`config.mk`:
```
export PLATFORM = sky130hd
export DESIGN_NAME = axi4_lite_interconnect_m1sn
export DESIGN_NICKNAME = d
export VERILOG_FILES = /design/src/rtl/axi4_lite_interconnect_m1sn.sv
export SDC_FILE = /design/constraint.sdc
export NUM_CORES = 1
export LEC_CHECK = 0
export ABC_AREA = 0
export BUFFER_PORTS_ARGS = -buffer_cell sky130_fd_sc_hd__buf_2
export CORE_AREA = 2 2 288 290
export CTS_CLUSTER_DIAMETER = 200
export CTS_CLUSTER_SIZE = 14
export DETAILED_ROUTE_END_ITERATION = 10
export DIE_AREA = 0 0 290 292
export PLACE_DENSITY = 0.3
export SETUP_SLACK_MARGIN = 0.2
export SLEW_MARGIN = 5
export SYNTH_ARGS = -nofsm -noshare
export SYNTH_HDL_FRONTEND = slang
export SYNTH_SLANG_ARGS = --single-unit
```
`constraint.sdc`:
```
create_clock -name iCLK -period 2.96 [get_ports iCLK]
set_input_delay 0.592 -clock iCLK [delete_from_list [all_inputs] [get_ports iCLK]]
set_output_delay 0.592 -clock iCLK [all_outputs]
set_load 0.01 [all_outputs]
```
`src/rtl/axi4_lite_interconnect_m1sn.sv`:
```
// rtl/axi4_lite_interconnect_m1sn.sv - AXI4-Lite 1-master/N-slave address-decoding interconnect
// One transaction in flight; unmapped accesses get DECERR, slaves that stay silent too long get SLVERR.
module axi4_lite_interconnect_m1sn #(
    parameter int ADDR_WIDTH = 32,
    parameter int DATA_WIDTH = 32,
    parameter int NUM_SLAVES = 4,
    parameter logic [NUM_SLAVES*ADDR_WIDTH-1:0] SLAVE_LOW  = '0,
    parameter logic [NUM_SLAVES*ADDR_WIDTH-1:0] SLAVE_HIGH = '0,
    parameter int TIMEOUT = 256
) (
    input  logic                                 iCLK,
    input  logic                                 iRST,

    input  logic [ADDR_WIDTH-1:0]                m0_AWADDR,
    input  logic                                 m0_AWVALID,
    output logic                                 m0_AWREADY,
    input  logic [DATA_WIDTH-1:0]                m0_WDATA,
    input  logic [DATA_WIDTH/8-1:0]              m0_WSTRB,
    input  logic                                 m0_WVALID,
    output logic                                 m0_WREADY,
    output logic [1:0]                           m0_BRESP,
    output logic                                 m0_BVALID,
    input  logic                                 m0_BREADY,
    input  logic [ADDR_WIDTH-1:0]                m0_ARADDR,
    input  logic                                 m0_ARVALID,
    output logic                                 m0_ARREADY,
    output logic [DATA_WIDTH-1:0]                m0_RDATA,
    output logic [1:0]                           m0_RRESP,
    output logic                                 m0_RVALID,
    input  logic                                 m0_RREADY,

    output logic [NUM_SLAVES-1:0]                s_AWVALID,
    input  logic [NUM_SLAVES-1:0]                s_AWREADY,
    output logic [NUM_SLAVES*ADDR_WIDTH-1:0]     s_AWADDR,
    output logic [NUM_SLAVES-1:0]                s_WVALID,
    input  logic [NUM_SLAVES-1:0]                s_WREADY,
    output logic [NUM_SLAVES*DATA_WIDTH-1:0]     s_WDATA,
    output logic [NUM_SLAVES*DATA_WIDTH/8-1:0]   s_WSTRB,
    input  logic [NUM_SLAVES-1:0]                s_BVALID,
    output logic [NUM_SLAVES-1:0]                s_BREADY,
    input  logic [NUM_SLAVES*2-1:0]              s_BRESP,
    output logic [NUM_SLAVES-1:0]                s_ARVALID,
    input  logic [NUM_SLAVES-1:0]                s_ARREADY,
    output logic [NUM_SLAVES*ADDR_WIDTH-1:0]     s_ARADDR,
    input  logic [NUM_SLAVES-1:0]                s_RVALID,
    output logic [NUM_SLAVES-1:0]                s_RREADY,
    input  logic [NUM_SLAVES*DATA_WIDTH-1:0]     s_RDATA,
    input  logic [NUM_SLAVES*2-1:0]              s_RRESP
);

    localparam int STRB_WIDTH = DATA_WIDTH / 8;
    localparam int IDX_WIDTH  = (NUM_SLAVES > 1) ? $clog2(NUM_SLAVES) : 1;
    localparam logic [31:0] TO_LAST = (TIMEOUT > 0) ? 32'(TIMEOUT - 1) : 32'd0;
    localparam logic [1:0] RESP_SLVERR = 2'b10;
    localparam logic [1:0] RESP_DECERR = 2'b11;

    typedef enum logic [2:0] {
        IDLE, W_ISSUE, W_RESP, R_ISSUE, R_RESP, W_ERR, R_ERR
    } state_t;

    state_t                 state;
    logic [IDX_WIDTH-1:0]   idx;
    logic [ADDR_WIDTH-1:0]  addr_q;
    logic [DATA_WIDTH-1:0]  wdata_q;
    logic [STRB_WIDTH-1:0]  wstrb_q;
    logic                   aw_pend;
    logic                   w_pend;
    logic                   ar_pend;
    logic [1:0]             err_resp;
    logic [31:0]            cnt;

    logic                   ar_accept;
    logic                   w_accept;
    logic                   timeout_hit;
    logic                   aw_done;
    logic                   w_done;

    logic [ADDR_WIDTH-1:0]  dec_addr;
    logic [ADDR_WIDTH-1:0]  dec_low;
    logic                   dec_hit;
    logic [IDX_WIDTH-1:0]   dec_idx;

    logic                   sel_awready;
    logic                   sel_wready;
    logic                   sel_bvalid;
    logic [1:0]             sel_bresp;
    logic                   sel_arready;
    logic                   sel_rvalid;
    logic [DATA_WIDTH-1:0]  sel_rdata;
    logic [1:0]             sel_rresp;

    // Read wins over write when both are presented in the same IDLE cycle.
    assign m0_ARREADY = (state == IDLE) & m0_ARVALID;
    assign m0_AWREADY = (state == IDLE) & ~m0_ARVALID & m0_AWVALID & m0_WVALID;
    assign m0_WREADY  = m0_AWREADY;
    assign ar_accept  = m0_ARREADY;
    assign w_accept   = m0_AWREADY;

    assign timeout_hit = (TIMEOUT != 0) && (cnt == TO_LAST);

    assign sel_awready = s_AWREADY[idx];
    assign sel_wready  = s_WREADY[idx];
    assign sel_bvalid  = s_BVALID[idx];
    assign sel_bresp   = s_BRESP[idx*2 +: 2];
    assign sel_arready = s_ARREADY[idx];
    assign sel_rvalid  = s_RVALID[idx];
    assign sel_rdata   = s_RDATA[idx*DATA_WIDTH +: DATA_WIDTH];
    assign sel_rresp   = s_RRESP[idx*2 +: 2];

    assign aw_done = ~aw_pend | sel_awready;
    assign w_done  = ~w_pend | sel_wready;

    // Descending scan so the lowest matching window is the one left standing.
    always_comb begin
        dec_addr = m0_ARVALID ? m0_ARADDR : m0_AWADDR;
        dec_hit  = 1'b0;
        dec_idx  = '0;
        dec_low  = '0;
        for (int i = NUM_SLAVES - 1; i >= 0; i--) begin
            if (dec_addr >= SLAVE_LOW[i*ADDR_WIDTH +: ADDR_WIDTH] &&
                dec_addr <= SLAVE_HIGH[i*ADDR_WIDTH +: ADDR_WIDTH]) begin
                dec_hit = 1'b1;
                dec_idx = IDX_WIDTH'(i);
                dec_low = SLAVE_LOW[i*ADDR_WIDTH +: ADDR_WIDTH];
            end
        end
    end

    always_ff @(posedge iCLK or negedge iRST) begin
        if (!iRST) begin
            state    <= IDLE;
            idx      <= '0;
            addr_q   <= '0;
            wdata_q  <= '0;
            wstrb_q  <= '0;
            aw_pend  <= 1'b0;
            w_pend   <= 1'b0;
            ar_pend  <= 1'b0;
            err_resp <= 2'b00;
            cnt      <= '0;
        end else begin
            case (state)
                IDLE: begin
                    cnt <= '0;
                    if (ar_accept || w_accept) begin
                        addr_q <= dec_addr - dec_low;
                        idx    <= dec_idx;
                        if (w_accept) begin
                            wdata_q <= m0_WDATA;
                            wstrb_q <= m0_WSTRB;
                        end
                        if (!dec_hit) begin
                            err_resp <= RESP_DECERR;
                            state    <= ar_accept ? R_ERR : W_ERR;
                        end else if (ar_accept) begin
                            ar_pend <= 1'b1;
                            state   <= R_ISSUE;
                        end else begin
                            aw_pend <= 1'b1;
                            w_pend  <= 1'b1;
                            state   <= W_ISSUE;
                        end
                    end
                end
                W_ISSUE: begin
                    if (aw_done && w_done) begin
                        aw_pend <= 1'b0;
                        w_pend  <= 1'b0;
                        cnt     <= '0;
                        state   <= W_RESP;
                    end else if (timeout_hit) begin
                        aw_pend  <= 1'b0;
                        w_pend   <= 1'b0;
                        err_resp <= RESP_SLVERR;
                        state    <= W_ERR;
                    end else begin
                        if (sel_awready) aw_pend <= 1'b0;
                        if (sel_wready)  w_pend  <= 1'b0;
                        cnt <= cnt + 32'd1;
                    end
                end
                W_RESP: begin
                    if (sel_bvalid && m0_BREADY) begin
                        state <= IDLE;
                    end else if (timeout_hit) begin
                        err_resp <= RESP_SLVERR;
                        state    <= W_ERR;
                    end else begin
                        cnt <= cnt + 32'd1;
                    end
                end
                R_ISSUE: begin
                    if (sel_arready) begin
                        ar_pend <= 1'b0;
                        cnt     <= '0;
                        state   <= R_RESP;
                    end else if (timeout_hit) begin
                        ar_pend  <= 1'b0;
                        err_resp <= RESP_SLVERR;
                        state    <= R_ERR;
                    end else begin
                        cnt <= cnt + 32'd1;
                    end
                end
                R_RESP: begin
                    if (sel_rvalid && m0_RREADY) begin
                        state <= IDLE;
                    end else if (timeout_hit) begin
                        err_resp <= RESP_SLVERR;
                        state    <= R_ERR;
                    end else begin
                        cnt <= cnt + 32'd1;
                    end
                end
                W_ERR: begin
                    if (m0_BREADY) state <= IDLE;
                end
                R_ERR: begin
                    if (m0_RREADY) state <= IDLE;
                end
                default: state <= IDLE;
            endcase
        end
    end

    // Only the selected slave is driven, and only while its phase is live.
    always_comb begin
        s_AWVALID = '0;
        s_AWADDR  = '0;
        s_WVALID  = '0;
        s_WDATA   = '0;
        s_WSTRB   = '0;
        s_BREADY  = '0;
        s_ARVALID = '0;
        s_ARADDR  = '0;
        s_RREADY  = '0;
        m0_BVALID = 1'b0;
        m0_BRESP  = 2'b00;
        m0_RVALID = 1'b0;
        m0_RDATA  = '0;
        m0_RRESP  = 2'b00;
        case (state)
            W_ISSUE: begin
                s_AWVALID[idx] = aw_pend;
                s_WVALID[idx]  = w_pend;
                s_AWADDR[idx*ADDR_WIDTH +: ADDR_WIDTH] = addr_q;
                s_WDATA[idx*DATA_WIDTH +: DATA_WIDTH]  = wdata_q;
                s_WSTRB[idx*STRB_WIDTH +: STRB_WIDTH]  = wstrb_q;
            end
            W_RESP: begin
                s_BREADY[idx] = m0_BREADY;
                m0_BVALID     = sel_bvalid;
                m0_BRESP      = sel_bresp;
            end
            R_ISSUE: begin
                s_ARVALID[idx] = ar_pend;
                s_ARADDR[idx*ADDR_WIDTH +: ADDR_WIDTH] = addr_q;
            end
            R_RESP: begin
                s_RREADY[idx] = m0_RREADY;
                m0_RVALID     = sel_rvalid;
                m0_RDATA      = sel_rdata;
                m0_RRESP      = sel_rresp;
            end
            W_ERR: begin
                m0_BVALID = 1'b1;
                m0_BRESP  = err_resp;
            end
            R_ERR: begin
                m0_RVALID = 1'b1;
                m0_RRESP  = err_resp;
            end
            default: ;
        endcase
    end

endmodule
```
* After elaboration in Yosys (flattened, before gate mapping)
Index checks and enable logic that the tools add are counted.
** Word-level totals
- Input bits :: 271
- Logic and storage cells :: 119
- Register bits after elaboration :: 108
- Output and inout port bits :: 461
** Cells by class
- Bitwise operators :: 9
- Reduce and logical (&&, ||, !) cells :: 17
- Eq/ne operators :: 21
- Add/sub/neg operators :: 1
- Muxes and demuxes :: 60
- Order comparisons :: 2
** Operator list (count)
- 32-bit 2-to-1 mux :: 10
- 32-bit one-hot mux with 5 select lines :: 1
- 32-bit by 1-bit adder with 32-bit output, second input constant :: 1
- 32-bit by 8-bit == test with 1-bit output, second input constant :: 1
- 32-bit by 1-bit greater-or-equal comparator with 1-bit output, second input constant :: 1
- 32-bit by 1-bit less-or-equal comparator with 1-bit output, second input constant :: 1
- 3-bit 2-to-1 mux :: 10
- 3-bit one-hot mux with 7 select lines :: 1
- 1-bit 2-to-1 mux :: 20
- 2-bit != test, second input constant :: 10
- 2-bit 2-to-1 mux :: 9
- 5-bit AND reduction :: 3
- 1-bit one-hot mux with 2 select lines :: 5
- 2-bit one-hot mux with 5 select lines :: 1
- 3-bit == test, second input constant :: 3
- 3-bit AND reduction :: 3
- 4-bit != test, second input constant :: 2
- 2-bit one-hot mux with 2 select lines :: 2
- 7-bit AND reduction :: 1
- 3-bit by 2-bit == test with 1-bit output, second input constant :: 2
- 5-bit nonzero test :: 1
- 1-bit bitwise AND :: 4
- 1-bit logical AND :: 4
- 4-bit 2-to-1 mux :: 1
- other kinds (9) :: 13

* Longest topological paths before layout
Gate-level depths: netlist (run 1).
- Depth in word-level cells :: 7
- Mapped depth :: 10
- Gate-level depth less buffers :: 7

* Worst setup path before layout (run 1)
Ideal clock, no wire load.
- Kind :: input to output
- From :: in m0_ARVALID
- To :: out m0_WREADY
- Stages on the path :: 6
- Required time :: 2368 ps
- Path buffers :: 3
- Setup slack :: 630 ps
- Data arrival time :: 1738 ps
- Path through :: clkbuf_1 -> inv_1 -> nand3_1 -> nor2_1 -> clkbuf_1 -> buf_4
** Between the ends
- Word-level cells in the longest chain between the ends :: 4
** Ends and longest elaborated chain
- from (decl) :: RTL line 25 : input logic m0_ARVALID,
- 1-bit inverter :: RTL line 94 : assign m0_AWREADY = (state == IDLE) & ~m0_ARVALID & m0_AWVALID & m0_WVALID;
- 1-bit bitwise AND (3 in a row) :: RTL line 94
- to (decl) :: RTL line 20 : output logic m0_WREADY,
Every way passes these cells.

* Worst setup path in the final report (run 1)
- From :: reg state[1]
- To :: out s_WDATA[20]
** Between the ends
- Word-level cells in the longest chain between the ends :: 2
** Ends and longest elaborated chain
- from (decl) :: RTL line 61 : state_t state;
- from (signal assigned) :: RTL line 154 : state <= ar_accept ? R_ERR : W_ERR;
- 3-bit by 1-bit == test with 1-bit output :: RTL line 242 : case (state)
- 32-bit 2-to-1 mux :: RTL line 242
- to (decl) :: RTL line 37 : output logic [NUM_SLAVES*DATA_WIDTH-1:0] s_WDATA,
Every way passes these cells.

==> metrics.txt, run 1 <==
status finished, final reports clean; Pwr Density 636 mW/mm^2; first-pass GRT wire length 43.8 mm; critical-path cell with the highest stage delay sky130_fd_sc_hd__dfrtp_2; initial standard-cell utilization of the core 10.7%; Finish-stage setup viols 0; total of buffers placed on input and output ports 293; mux cell area share after synthesis 8.95%; maximum clock insertion buffer count 2; required time reported for the critical path endpoint 2370 ps; Std-Cell Rows 105; CTS Hold Bufs 0; cell taking the most area after synthesis sky130_fd_sc_hd__dfrtp_1; Slew Limit Headroom 46.1%; flip-flop and latch count after synthesis 108; most instantiated flip-flop cell in the synthesis netlist sky130_fd_sc_hd__dfrtp_1; clock root buffer sky130_fd_sc_hd__clkbuf_16; CP most frequent cell sky130_fd_sc_hd__buf_4; final wirelength 30.6 mm; sequential-to-total area share from yosys stat 31.1%; count of cell types in the netlist 53; overall via count from detail_route 6903; aggregate global-route resource usage 6.90%; number of enable-type register cells in the synthesized netlist 0; XOR/XNOR share of the synthesized area 2.62%; Worst Setup Path Type register to output port; placed cell area 0.0104 mm^2; RSZ-0062 raised after global routing false; crit end category output port; htree depth 3; Total Neg Setup Slack 0 ps; sum of overflow across all layers after global routing 0; Max IR drop VDD 0.426 mV; shortest clock period the worst path allows after layout 2600 ps; top cells by area in the synthesized netlist sky130_fd_sc_hd__dfrtp_1 31%, sky130_fd_sc_hd__buf_4 27%, sky130_fd_sc_hd__and2_1 7.6%; sequence of cells on the critical path buf_4, nor3b_4, buf_4, buf_8, and2_1, buf_2; class of the tightest hold or removal check input port to async pin; NumNets Final 1561; main combinational cell family by area after synthesis buffers and inverters; r2r startpoint cnt[14]; cell area after technology mapping 0.00869 mm^2; drt pass-1 iters 4; total CTS buffers 9; compound-cell area share of the yosys netlist 5.72%; final standard cell utilization of the core 13.2%; Largest stage delay, worst path 520 ps; fraction of post-synthesis cell area in the top cell type by area 31.1%; worst-case reg-to-reg path depth 6; cell area after layout 0.0108 mm^2; Post-Syn Area per Cell 8.72 um^2; maximum capacitance violations 0; Yosys warnings 0; setup slack on the worst flop-to-flop path 450 ps; terminus of the critical flop-to-flop path state[1]; post-synthesis adder-cell area fraction 0.144%; Filler Cell Count 9458; width of the chip 290 um; Post-route DRC 0; Max Freq 385 MHz; clock insertion delay at the later pin of the skew report 400 ps; drt wl/cell 12.9 um; leakage power of the design 0.00547 uW; number of sinks handled by clock tree synthesis 108; overall die height 292 um; crit-path max FO 36; largest clock skew in the final design 16.7 ps; routability cong. 0.775; TritonCTS clock tree built; Final Hold Viols 0; post-synthesis cell count 997; floorplan die area 0.0847 mm^2; HPWL reported at the end of detailed placement 25.0 mm; initial antenna violation count 5; Iter 0 DRT Violations 223; Clock transition at path regs 90 ps; fraction of registers with async set/reset 100%; element type at the critical path start register; via count of the first global-routing pass 6549; core area 0.0816 mm^2; post-route clock period utilization 87.7%; maximum number of pins on one net before global-route repair 73; post-synthesis share of cell area spent on and, or, nand and nor gates 21.6%; post-detailed-route count of antenna-violating nets 0; Worst Hold Margin 102 ps; CP arrival 2000 ps; vias per cell 2.92; fraction of layout cells with a size suffix above 1 30.8%; boundary pin count 732; layout-stage area growth over the synthesis result 24.1%; Slew Viols, Final 0; pin slew with the least headroom to its limit 804 ps
-- worst max-delay path: cells and delay by family (launching register included) --
kind / cells / cell delay [ps]
buffers and inverters: 4 / 720
DFF: 1 / 520
and+or+nand+nor: 2 / 350
-- flip-flops by register name (all words and copies together) (netlist names) --
name      count
wdata_q      32
err_resp      2
w_pend        1
state         3
addr_q       32
cnt          32
aw_pend       1
ar_pend       1
wstrb_q       4
-- stage by stage --
step	setup WS, ps	total power, uW	std cells
4_1_cts	200	7030	2361
6_report	363	6860	2367
5_1_grt	209	7480	2364
2_1_floorplan	630	4600	1311
3_3_place_gp	248	5610	2343
3_5_place_dp	267	5640	2343
-- power breakdown --
| part | internal (uW) | switching [uW] | total, uW |
|---|---|---|---|
| combinational | 1230 | 1920 | 3150 |
| clock | 600 | 702 | 1300 |
| sequential | 1980 | 418 | 2400 |
| total | 3820 | 3040 | 6860 |
-- layer usage --
metal | wire length, um | GRT usage [%] | part of all wire, % | vias to the layer above
met5 | 62 | 0 | 0.20 | -
li1 | - | - | - | 3284
met3 | 2140 | 2.23 | 7.0 | 21
met2 | 14500 | 11.0 | 47 | 339
met1 | 13500 | 8.82 | 44 | 3249
met4 | 411 | 2.05 | 1.3 | 10
-- synth_stat cells, types with 3 or more instances --
cell type                  instances
sky130_fd_sc_hd__buf_4           317
sky130_fd_sc_hd__dfrtp_1         108
sky130_fd_sc_hd__and2_1          106
sky130_fd_sc_hd__nor2_1           79
sky130_fd_sc_hd__and3_1           41
sky130_fd_sc_hd__mux2_2           38
sky130_fd_sc_hd__a21oi_1          37
sky130_fd_sc_hd__mux2i_1          35
sky130_fd_sc_hd__clkbuf_1         29
sky130_fd_sc_hd__nor4_1           27
sky130_fd_sc_hd__nand2_1          23
sky130_fd_sc_hd__xnor2_1          21
sky130_fd_sc_hd__nor3_1           16
sky130_fd_sc_hd__nand3_1          15
sky130_fd_sc_hd__buf_2            14
sky130_fd_sc_hd__o21ai_0          13
sky130_fd_sc_hd__nand4_1          11
sky130_fd_sc_hd__inv_1             8
sky130_fd_sc_hd__nor2b_1           5
sky130_fd_sc_hd__xor2_1            5
sky130_fd_sc_hd__o21a_1            4
sky130_fd_sc_hd__a22o_1            3
sky130_fd_sc_hd__and4_1            3
sky130_fd_sc_hd__o211ai_1          3
sky130_fd_sc_hd__or3_1             3
-- layout by cell type (no fill, tap or decap), types with 3 or more instances in the layout --
cell	n
sky130_fd_sc_hd__mux2i_1	35
sky130_fd_sc_hd__inv_1	8
sky130_fd_sc_hd__nor2b_1	5
sky130_fd_sc_hd__conb_1	315
sky130_fd_sc_hd__nor4_1	27
sky130_fd_sc_hd__diode_2	3
sky130_fd_sc_hd__and2_1	105
sky130_fd_sc_hd__nand3_1	15
sky130_fd_sc_hd__buf_12	3
sky130_fd_sc_hd__mux2_2	38
sky130_fd_sc_hd__nor3_1	15
sky130_fd_sc_hd__o21a_1	4
sky130_fd_sc_hd__inv_6	4
sky130_fd_sc_hd__buf_4	30
sky130_fd_sc_hd__and4_1	3
sky130_fd_sc_hd__nor2_1	77
sky130_fd_sc_hd__xor2_1	5
sky130_fd_sc_hd__clkbuf_16	10
sky130_fd_sc_hd__nand4_1	11
sky130_fd_sc_hd__a21oi_1	37
sky130_fd_sc_hd__o211ai_1	3
sky130_fd_sc_hd__a22o_1	3
sky130_fd_sc_hd__xnor2_1	21
sky130_fd_sc_hd__and3_1	40
sky130_fd_sc_hd__nand2_1	23
sky130_fd_sc_hd__buf_2	292
sky130_fd_sc_hd__o21ai_0	13
sky130_fd_sc_hd__or3_1	3
sky130_fd_sc_hd__dfrtp_1	105
-- worst max path at each step --
stage                        endpoint         start  slack [ps]
after global routing      s_WDATA[20]      state[1]         210
after detailed placement  err_resp[1]  m0_AWADDR[8]         270
after global placement       state[0]  m0_AWADDR[8]         250
after CTS                 m0_BRESP[0]      state[2]         200
after floorplan             m0_WREADY    m0_ARVALID         630
final                     s_WDATA[20]      state[1]         360
-- logic make-up after synthesis --
| kind of cell | Yosys count |
|---|---|
| flip-flops | 108 |
| AO/OA/AOI/OAI | 77 |
| XOR/XNOR | 26 |
| adder cells (fa/ha/maj) | 1 |
| other | 1 |
| AND/OR/NAND/NOR | 342 |
| buffers and inverters | 369 |
| multiplexers | 73 |
-- timing repair --
action	CTS	global route
setup endpoints to repair	71	56
buffers inserted	2	2
pin swaps	1	1
cloned	0	1
gates resized for setup	3	4
-- layout make-up --
cell class              instances  area, um^2  area share (%)
multi-input cells             834        4600            42.7
repair buffers                328        1800            16.7
flip-flops and latches        108        2710            25.1
inverters                       8        30.0           0.278
well taps                    1070        1340            12.4
diodes                          3        7.51          0.0696
clock buffers                   9         225            2.09
clock inverters                 7        75.1           0.696
Power figures use the tool's default switching activity.
==> inputs of run 2 (changes only) <==
- CORE_AREA: 2 2 288 290 -> 2 2 286 288
- DIE_AREA: 0 0 290 292 -> 0 0 288 290
==> metrics.txt, run 2 (same netlist as run 1, synthesis figures left out) <==
status finished, final reports clean (unchanged); initial standard-cell utilization of the core 10.8% (was 10.7%); final standard cell utilization of the core 13.5% (was 13.2%); largest clock skew in the final design 13.6 ps (was 16.7 ps); Max Freq 382 MHz (was 385 MHz); clock root buffer sky130_fd_sc_hd__clkbuf_16 (unchanged); Critical path origin state[1] (unchanged); number of sinks handled by clock tree synthesis 108 (unchanged); vias per cell 2.90 (was 2.92); Slew Limit Headroom 48.2% (was 46.1%); floorplan die area 0.0835 mm^2 (was 0.0847 mm^2); Total Neg Setup Slack 0 ps (unchanged); routability cong. 0.723 (was 0.775); class of the tightest hold or removal check input port to async pin (unchanged); Worst Hold Margin 170 ps (was 102 ps); crit end category output port (unchanged); boundary pin count 732 (unchanged); worst setup path end m0_AWREADY (was s_WDATA[20]); htree depth 3 (unchanged); RSZ-0062 raised after global routing false (unchanged); terminus of the critical flop-to-flop path state[1] (unchanged); post-detailed-route count of antenna-violating nets 0 (unchanged); CTS Hold Bufs 0 (unchanged); crit-path max FO 19 (was 36); HPWL reported at the end of detailed placement 25.8 mm (was 25.0 mm); maximum number of pins on one net before global-route repair 73 (unchanged); post-route clock period utilization 88.4% (was 87.7%); Std-Cell Rows 104 (was 105); commonest cells after routing, fill and taps aside 315 x sky130_fd_sc_hd__conb_1, 292 x sky130_fd_sc_hd__buf_2, 105 x sky130_fd_sc_hd__and2_1, 105 x sky130_fd_sc_hd__dfrtp_1, 77 x sky130_fd_sc_hd__nor2_1 (unchanged); first-pass GRT wire length 44.5 mm (was 43.8 mm); overall via count from detail_route 6835 (was 6903); Slew Viols, Final 0 (unchanged); worst-case reg-to-reg path depth 6 (unchanged); aggregate global-route resource usage 7.22% (was 6.90%); clock insertion delay at the later pin of the skew report 400 ps (about the same); setup slack on the worst flop-to-flop path 410 ps (was 450 ps); width of the chip 288 um (was 290 um); number of setup buffers added after CTS 0 (was 2); initial antenna violation count 2 (was 5); Finish-stage setup viols 0 (unchanged); drt wl/cell 13.3 um (was 12.9 um); drt pass-1 iters 4 (unchanged); total of buffers placed on input and output ports 293 (unchanged); Clock transition at path regs 90 ps (about the same); layout-stage area growth over the synthesis result 24.1% (unchanged); fraction of layout cells with a size suffix above 1 30.7% (was 30.8%); via count of the first global-routing pass 6564 (was 6549); Filler Cell Count 9267 (was 9458); Post-route DRC 0 (unchanged); TritonCTS clock tree built (unchanged); CP arrival 2020 ps (was 2000 ps); overall power of the completed layout 7050 uW (was 6860 uW); required time reported for the critical path endpoint 2370 ps (about the same); r2r startpoint cnt[14] (unchanged); Pwr Density 654 mW/mm^2 (was 636 mW/mm^2); leakage power of the design 0.00547 uW (about the same); maximum clock insertion buffer count 2 (unchanged); shortest clock period the worst path allows after layout 2620 ps (was 2600 ps); Iter 0 DRT Violations 259 (was 223); core area 0.0802 mm^2 (was 0.0816 mm^2); Final Hold Viols 0 (unchanged); Max IR drop VDD 0.263 mV (was 0.426 mV); pin slew with the least headroom to its limit 769 ps (was 804 ps); leading registers by flop count addr_q (32), cnt (32), wdata_q (32) (unchanged); Worst Setup Path Type register to output port (unchanged); total CTS buffers 9 (unchanged); maximum capacitance violations 0 (unchanged); element type at the critical path start register (unchanged); overall die height 290 um (was 292 um); final wirelength 31.3 mm (was 30.6 mm); NumNets Final 1559 (was 1561); most frequent standard cell in the layout excluding fill and tap cells sky130_fd_sc_hd__conb_1 (unchanged); sum of overflow across all layers after global routing 0 (unchanged)
## run 2: cell types whose count changed in the layout (fill, tap and decap cells not counted), sizes merged
cell	previous run	this run
clkinvlp	1	0
diode	3	2
inv	12	11
clkinv	2	4
clkbuf	10	9
buf	327	326
## run 2: worst min-delay path by stage
stage            start  slack (ps)  cells past startpoint          end
6_report          iRST         170                      2   wdata_q[5]
5_1_grt           iRST         180                      2   wdata_q[5]
4_1_cts           iRST         160                      2  wdata_q[31]
3_5_place_dp   ar_pend         480                      1      ar_pend
3_3_place_gp   ar_pend         470                      1      ar_pend
2_1_floorplan     iRST         300                      0    addr_q[0]
## run 2: worst max-delay path, cell delays in order (launching register included)
cell	delay, ps
sky130_fd_sc_hd__dfrtp_2	590
sky130_fd_sc_hd__nor2_4	190
sky130_fd_sc_hd__buf_4	170
sky130_fd_sc_hd__nand3_1	160
sky130_fd_sc_hd__nor2_4	310
sky130_fd_sc_hd__buf_2	200
## run 2: what timing repair did
action                     CTS  global route
pin swaps                    0             1
resized for setup            1             2
setup endpoints to repair   53             4
## run 2: routing by layer
metal	part of all wire, %	up-vias	GRT usage, %
li1	-	3279	-
met1	43	3206	8.95
met2	48	333	12.2
met3	7.3	15	1.93
met4	1.1	2	1.93
met5	0.042	-	0
## run 2: report_power, final
| group | total, uW | internal, uW | leakage (uW) | switching (uW) |
|---|---|---|---|---|
| Combinational | 3290 | 1300 | 0.00398 | 1990 |
| Clock | 1370 | 620 | 0.000155 | 750 |
| Sequential | 2390 | 1980 | 0.00134 | 409 |
## run 2: per-stage QoR
stage | setup slack, ps | cell area, um^2 | std cells
finish | 343 | 10800 | 2354
CTS | 205 | 10800 | 2352
global placement | 272 | 10500 | 2336
global route | 217 | 10800 | 2353
floorplan | 630 | 9870 | 1311
detailed placement | 248 | 10500 | 2336
## run 2: final cells by class
type | count | area [um^2] | area share (%)
multi-input cells | 834 | 4600 | 42.7
flip-flops and latches | 108 | 2710 | 25.1
repair buffers | 326 | 1800 | 16.6
well taps | 1060 | 1330 | 12.3
clock buffers | 9 | 225 | 2.09
clock inverters | 7 | 96.3 | 0.893
inverters | 8 | 30.0 | 0.278
diodes | 2 | 5.00 | 0.0464
